<file path="config.mk">
export PLATFORM = sky130hd
export DESIGN_NAME = branch_history_table
export DESIGN_NICKNAME = d
export VERILOG_FILES = /design/src/rtl/branch_history_table_pkg.sv /design/src/rtl/branch_history_table_sat_counter2.sv /design/src/rtl/branch_history_table.sv
export SDC_FILE = /design/constraint.sdc
export NUM_CORES = 1
export LEC_CHECK = 0
export CAP_MARGIN = 5
export CELL_PAD_IN_SITES_DETAIL_PLACEMENT = 1
export CELL_PAD_IN_SITES_GLOBAL_PLACEMENT = 1
export CORE_MARGIN = 2
export CORE_UTILIZATION = 46
export CTS_CLUSTER_SIZE = 30
export DETAILED_ROUTE_END_ITERATION = 10
export PLACE_DENSITY_LB_ADDON = 0.1
export SETUP_SLACK_MARGIN = 0.02
export SYNTH_ARGS = -nofsm -noshare
export SYNTH_HDL_FRONTEND = slang
export SYNTH_SLANG_ARGS = --single-unit
</file>
<file path="constraint.sdc">
create_clock -name clk -period 9.6 [get_ports clk]
set_clock_uncertainty 0.15 [all_clocks]
set_input_delay 1.92 -clock clk [delete_from_list [all_inputs] [get_ports clk]]
set_output_delay 1.92 -clock clk [all_outputs]
set_load 0.05 [all_outputs]
</file>
<file path="src/rtl/branch_history_table_pkg.sv">
// branch_history_table_pkg: shared counter encodings and default table geometry
package branch_history_table_pkg;
  typedef enum logic [1:0] {SNT = 2'b00, WNT = 2'b01, WT = 2'b10, ST = 2'b11} cnt_e;
  localparam int DEF_INDEX_BITS = 4;
  localparam int DEF_TAG_BITS = 8;
  localparam int DEF_CNT_BITS = 16;
endpackage

</file>
<file path="src/rtl/branch_history_table_sat_counter2.sv">
// sat_counter2: combinational 2-bit saturating counter next state
//   cnt_i  : current counter (SNT/WNT/WT/ST)
//   taken  : resolved outcome, 1 counts up, 0 counts down
//   cnt_o  : next counter, clamped at SNT and ST
module sat_counter2
  import branch_history_table_pkg::*;
(
  input  logic [1:0] cnt_i,
  input  logic       taken,
  output logic [1:0] cnt_o
);
  always_comb begin
    cnt_o = taken ? ((cnt_i == ST) ? cnt_i : cnt_i + 2'd1)
                  : ((cnt_i == SNT) ? cnt_i : cnt_i - 2'd1);
  end
endmodule

</file>
<file path="src/rtl/branch_history_table.sv">
// branch_history_table: direct-mapped 2-bit branch predictor with BTFN fallback
//   predict_*   : lookup in, registered prediction/target/hit/out_valid one cycle later
//   update_*    : resolved outcome in, trains the table, registered mispredict
//   mispredict_count : saturating mispredict statistics
module branch_history_table
  import branch_history_table_pkg::*;
#(
  parameter int INDEX_BITS = DEF_INDEX_BITS,
  parameter int TAG_BITS   = DEF_TAG_BITS,
  parameter int CNT_BITS   = DEF_CNT_BITS
) (
  input  logic                clk,
  input  logic                reset,
  input  logic                predict_valid,
  input  logic [31:0]         predict_pc,
  input  logic [31:0]         predict_offset,
  output logic                prediction,
  output logic [31:0]         predict_target,
  output logic                predict_hit,
  output logic                predict_out_valid,
  input  logic                update_valid,
  input  logic [31:0]         update_pc,
  input  logic                update_taken,
  input  logic                update_predicted,
  output logic                mispredict,
  output logic [CNT_BITS-1:0] mispredict_count
);
  localparam int ENTRIES = 1 << INDEX_BITS;
  localparam int TAG_LO = INDEX_BITS + 2;
  localparam int TAG_HI = INDEX_BITS + TAG_BITS + 1;
  logic [ENTRIES-1:0]  valid_q, valid_d;
  logic [TAG_BITS-1:0] tag_q [ENTRIES];
  logic [TAG_BITS-1:0] tag_d [ENTRIES];
  logic [1:0]          cnt_q [ENTRIES];
  logic [1:0]          cnt_d [ENTRIES];
  logic                prediction_q, prediction_d;
  logic [31:0]         target_q, target_d;
  logic                hit_q, hit_d;
  logic                out_valid_q, out_valid_d;
  logic                mispredict_q, mispredict_d;
  logic [CNT_BITS-1:0] count_q, count_d;
  logic [INDEX_BITS-1:0] p_idx, u_idx;
  logic [TAG_BITS-1:0]   p_tag, u_tag;
  logic                  p_hit, u_hit;
  logic [1:0]            u_cnt_next;
  logic                  unused_pc_bits;
  assign p_idx = predict_pc[TAG_LO-1:2];
  assign p_tag = predict_pc[TAG_HI:TAG_LO];
  assign u_idx = update_pc[TAG_LO-1:2];
  assign u_tag = update_pc[TAG_HI:TAG_LO];
  assign p_hit = valid_q[p_idx] && (tag_q[p_idx] == p_tag);
  assign u_hit = valid_q[u_idx] && (tag_q[u_idx] == u_tag);
  assign unused_pc_bits = ^{predict_pc[31:TAG_HI+1], predict_pc[1:0],
                            update_pc[31:TAG_HI+1], update_pc[1:0]};
  sat_counter2 u_sat (
    .cnt_i (cnt_q[u_idx]),
    .taken (update_taken),
    .cnt_o (u_cnt_next)
  );
  // Lookup reads the current (pre-update) table, so a same-edge update is invisible to it.
  always_comb begin
    out_valid_d  = predict_valid;
    hit_d        = predict_valid && p_hit;
    prediction_d = predict_valid && (p_hit ? cnt_q[p_idx][1] : predict_offset[31]);
    target_d     = predict_pc + predict_offset;
    mispredict_d = update_valid && (update_taken != update_predicted);
    count_d      = (mispredict_d && !(&count_q)) ? count_q + CNT_BITS'(1) : count_q;
  end
  // A miss allocates over whatever alias occupies the slot (direct-mapped).
  always_comb begin
    valid_d = valid_q;
    tag_d   = tag_q;
    cnt_d   = cnt_q;
    if (update_valid) begin
      valid_d[u_idx] = 1'b1;
      tag_d[u_idx]   = u_tag;
      cnt_d[u_idx]   = u_hit ? u_cnt_next : (update_taken ? WT : WNT);
    end
  end
  always_ff @(posedge clk or posedge reset) begin
    if (reset) begin
      valid_q      <= '0;
      for (int i = 0; i < ENTRIES; i++) begin
        tag_q[i] <= '0;
        cnt_q[i] <= WNT;
      end
      prediction_q <= 1'b0;
      target_q     <= '0;
      hit_q        <= 1'b0;
      out_valid_q  <= 1'b0;
      mispredict_q <= 1'b0;
      count_q      <= '0;
    end else begin
      valid_q      <= valid_d;
      tag_q        <= tag_d;
      cnt_q        <= cnt_d;
      prediction_q <= prediction_d;
      target_q     <= target_d;
      hit_q        <= hit_d;
      out_valid_q  <= out_valid_d;
      mispredict_q <= mispredict_d;
      count_q      <= count_d;
    end
  end
  assign prediction        = prediction_q;
  assign predict_target    = target_q;
  assign predict_hit       = hit_q;
  assign predict_out_valid = out_valid_q;
  assign mispredict        = mispredict_q;
  assign mispredict_count  = count_q;
endmodule

</file>
==> reports/qor.yml <==
die:
  ios: 154
  start_util_pct: 46.7
  die_y_microns: 169
  core_area_sq_mm: 0.0270
  dieArea_sq_mm: 0.0287
  die_width_microns: 169
  row_count: 60
power:
  p_per_area_mw_per_mm2: 219
  intPower_mw: 2.32
  p_sw_mw: 1.01
  ir_drop_uv: 139
  swShare_pct: 30.3
  clockPowerShare_pct: 32.4
  p_seq_share_pct: 39.8
  power_frac_comb_pct: 27.7
  p_total_mw: 3.33
  p_leak_nw: 6.20
timing:
  rsz0062_at_grt: "no"
  fin_crit_sh_pct: 60.1
  tightest_slew_ns: 1.13
  fin_crit_ns: 5.77
  finalSetupViolations: 0
  finalHoldViolations: 0
  drv_slew: 0
  max_freq_mhz: 173
  tns_ns: 0
  slew_headroom_pct: 24.9
layout:
  antenna_cells: 0
  drive_gt1_share_pct: 32.5
  final_core_util_pct: 56.2
  nets: 1197
  regArea_sq_mm: 0.00573
  multi_input_area_sq_mm: 0.00660
  fillerInstances: 2626
  syn2layout_area_growth_pct: 20.4
  design_area_sq_mm: 0.0152
logic_synthesis:
  synth-edff-count: 0
  synth_top_area_share_pct: 42.1
  synth_top_cell_by_area: "dfrtp_1"
  synth_seq_cells: 228
  ys_warn_count: 0
  ys_seq_area_share_pct: 45.5
  synth_nets: 1077
  synth_cell_types: 56
  yosys-top-cells-area: "dfrtp_1, mux4_2, mux2_2"
  syn_area_sq_mm: 0.0126
  syn_inst: 942
  syn_area_per_cell_sq_um: 13.4
  synthFlopType: "dfrtp_1"
  synth.most_common_cell: "dfrtp_1"
  async_flop_share_pct: 100
  synth_common_cells: "dfrtp_1, mux2_2, mux4_2, nor2_1, nand2_1"
setup_path:
  critPathKind: "primary input to flip-flop"
  cp-end-kind: "flip-flop"
  arrival_ns: 6.00
  required_ns: 9.83
  start_kind: "primary input"
  worst-path-max-fanout: 33
global_route:
  grt.overflow.total: 0
  grt_use_total_pct: 25.5
  antenna_found_initial: 0
  grt_max_degree: 110
  first_global_vias: 9182
  grt_pass1_wl_microns: 55500
clocking:
  cts.sinks: 228
  cts_made_buffers: 27
  h-tree-depth: 1
  cts_tree: "built"
  hold_buffers: 0
  root_buffer: "clkbuf_16"
  clock_latency_ns: 0.54
  clockBufferDepth: 3
  ctsResizeCount: 0
  cts_setup_buffers: 0
  clk_pin_slew_ns: 0.06
drt:
  postRouteAntennaNets: 0
  via_count: 8582
  drt_iter0_drc: 592
  post_drt_wl_per_cell_microns: 24.9
  first_pass_iters: 5
  detail_route.vias_per_cell: 6.03
  wl_microns: 35400
  drc: 0
hold_path:
  hold_class: "flip-flop to flip-flop"
flow_run:
  max_cap_viol_count: 0
placed_design:
  dp_hpwl_microns: 23100
  port_buffers: 133
  post_dp_cell_area_sq_mm: 0.0142
  gp_congestion: 0.841
status:
  outcome: "finished clean"
[state kept, by name, indices dropped and copies added, names as in the netlist]
signal / flops
prediction: 1
tag_q: 128
cnt_q: 32
mispredict: 1
predict_out_valid: 1
mispredict_count: 16
predict_target: 32
valid_q: 16
predict_hit: 1
[final cells by class]
type                    instances  share of cell area [%]
flip-flops and latches        228                    37.8
multi-input cells             642                    43.5
well taps                     341                    2.81
inverters                      19                   0.520
repair buffers                144                    9.19
clock buffers                  35                    4.99
clock inverters                15                    1.19
[layer usage]
metal	global-route usage [%]	share of wire, %	vias to the layer above
li1	-	-	3806
met3	4.43	5.5	56
met4	6.76	2.8	0
met5	0	0	-
met2	42.6	49	247
met1	34.5	43	4473
[power groups by stage]
stage | combinational (mW) | clock [mW] | sequential [mW]
finish | 0.923 | 1.08 | 1.32
floorplan | 0.538 | 0 | 1.43
detailed placement | 0.927 | 0 | 1.34
CTS | 0.933 | 1.10 | 1.32
global placement | 0.905 | 0 | 1.32
global route | 0.991 | 1.14 | 1.36
[worst paths after layout]
kind / startpoint / end / slack, ns / depth (start not counted)
hold reg to reg: mispredict_count[5]$_DFFE_PP0P_ / mispredict_count[5]$_DFFE_PP0P_ / 0.33 / 1
hold / removal: mispredict_count[5]$_DFFE_PP0P_ / mispredict_count[5]$_DFFE_PP0P_ / 0.33 / 1
min in group asynchronous: reset / predict_target[17]$_DFF_PP0_ / 1.80 / 2
setup reg to reg: tag_q[66]$_DFFE_PP0P_ / cnt_q[31]$_DFFE_PP0P_ / 6.07 / 8
max in group asynchronous: reset / tag_q[64]$_DFFE_PP0P_ / 6.12 / 3
setup / recovery: update_pc[2] / cnt_q[31]$_DFFE_PP0P_ / 3.83 / 10
[layout by cell type (no fill, tap or decap), drive strengths merged, types with 17 or more instances in the layout]
cell type / Yosys / layout
mux2: 146 / 146
nor2: 49 / 49
a21oi: 19 / 19
o21ai: 33 / 33
mux4: 101 / 101
dfrtp: 212 / 212
xnor2: 31 / 31
ha: 32 / 32
clkbuf: 34 / 35
xor2: 21 / 21
o21a: 17 / 17
inv: 18 / 19
nand3: 20 / 20
clkdlybuf4s50: 0 / 129
nand2: 36 / 36
[worst max-delay path: stages]
cell and delay, ns:
buf_2 0.47, buf_4 0.65, mux4_2 0.59, mux4_2 0.48, xnor2_1 0.31, nand4_1 0.20
a211o_1 0.32, mux2i_1 0.60, or2_2 0.30, o21ai_0 0.13
[per-stage QoR]
step                hold WS, ns  setup slack, ns  cells
global route              0.355             3.56   1424
floorplan                 0.296             1.31    942
CTS                       0.341             3.73   1424
finish                    0.334             3.83   1424
detailed placement        0.325             3.17   1374
global placement          0.314             3.28   1374
[logic make-up after synthesis]
family | share of synthesized area [%]
compound gates | 6.65
xor+xnor | 3.62
fa+ha+maj | 3.34
buf+inv | 2.29
flops | 45.5
mux | 31.8
simple gates | 6.89
(Power assumes the default switching activity.)
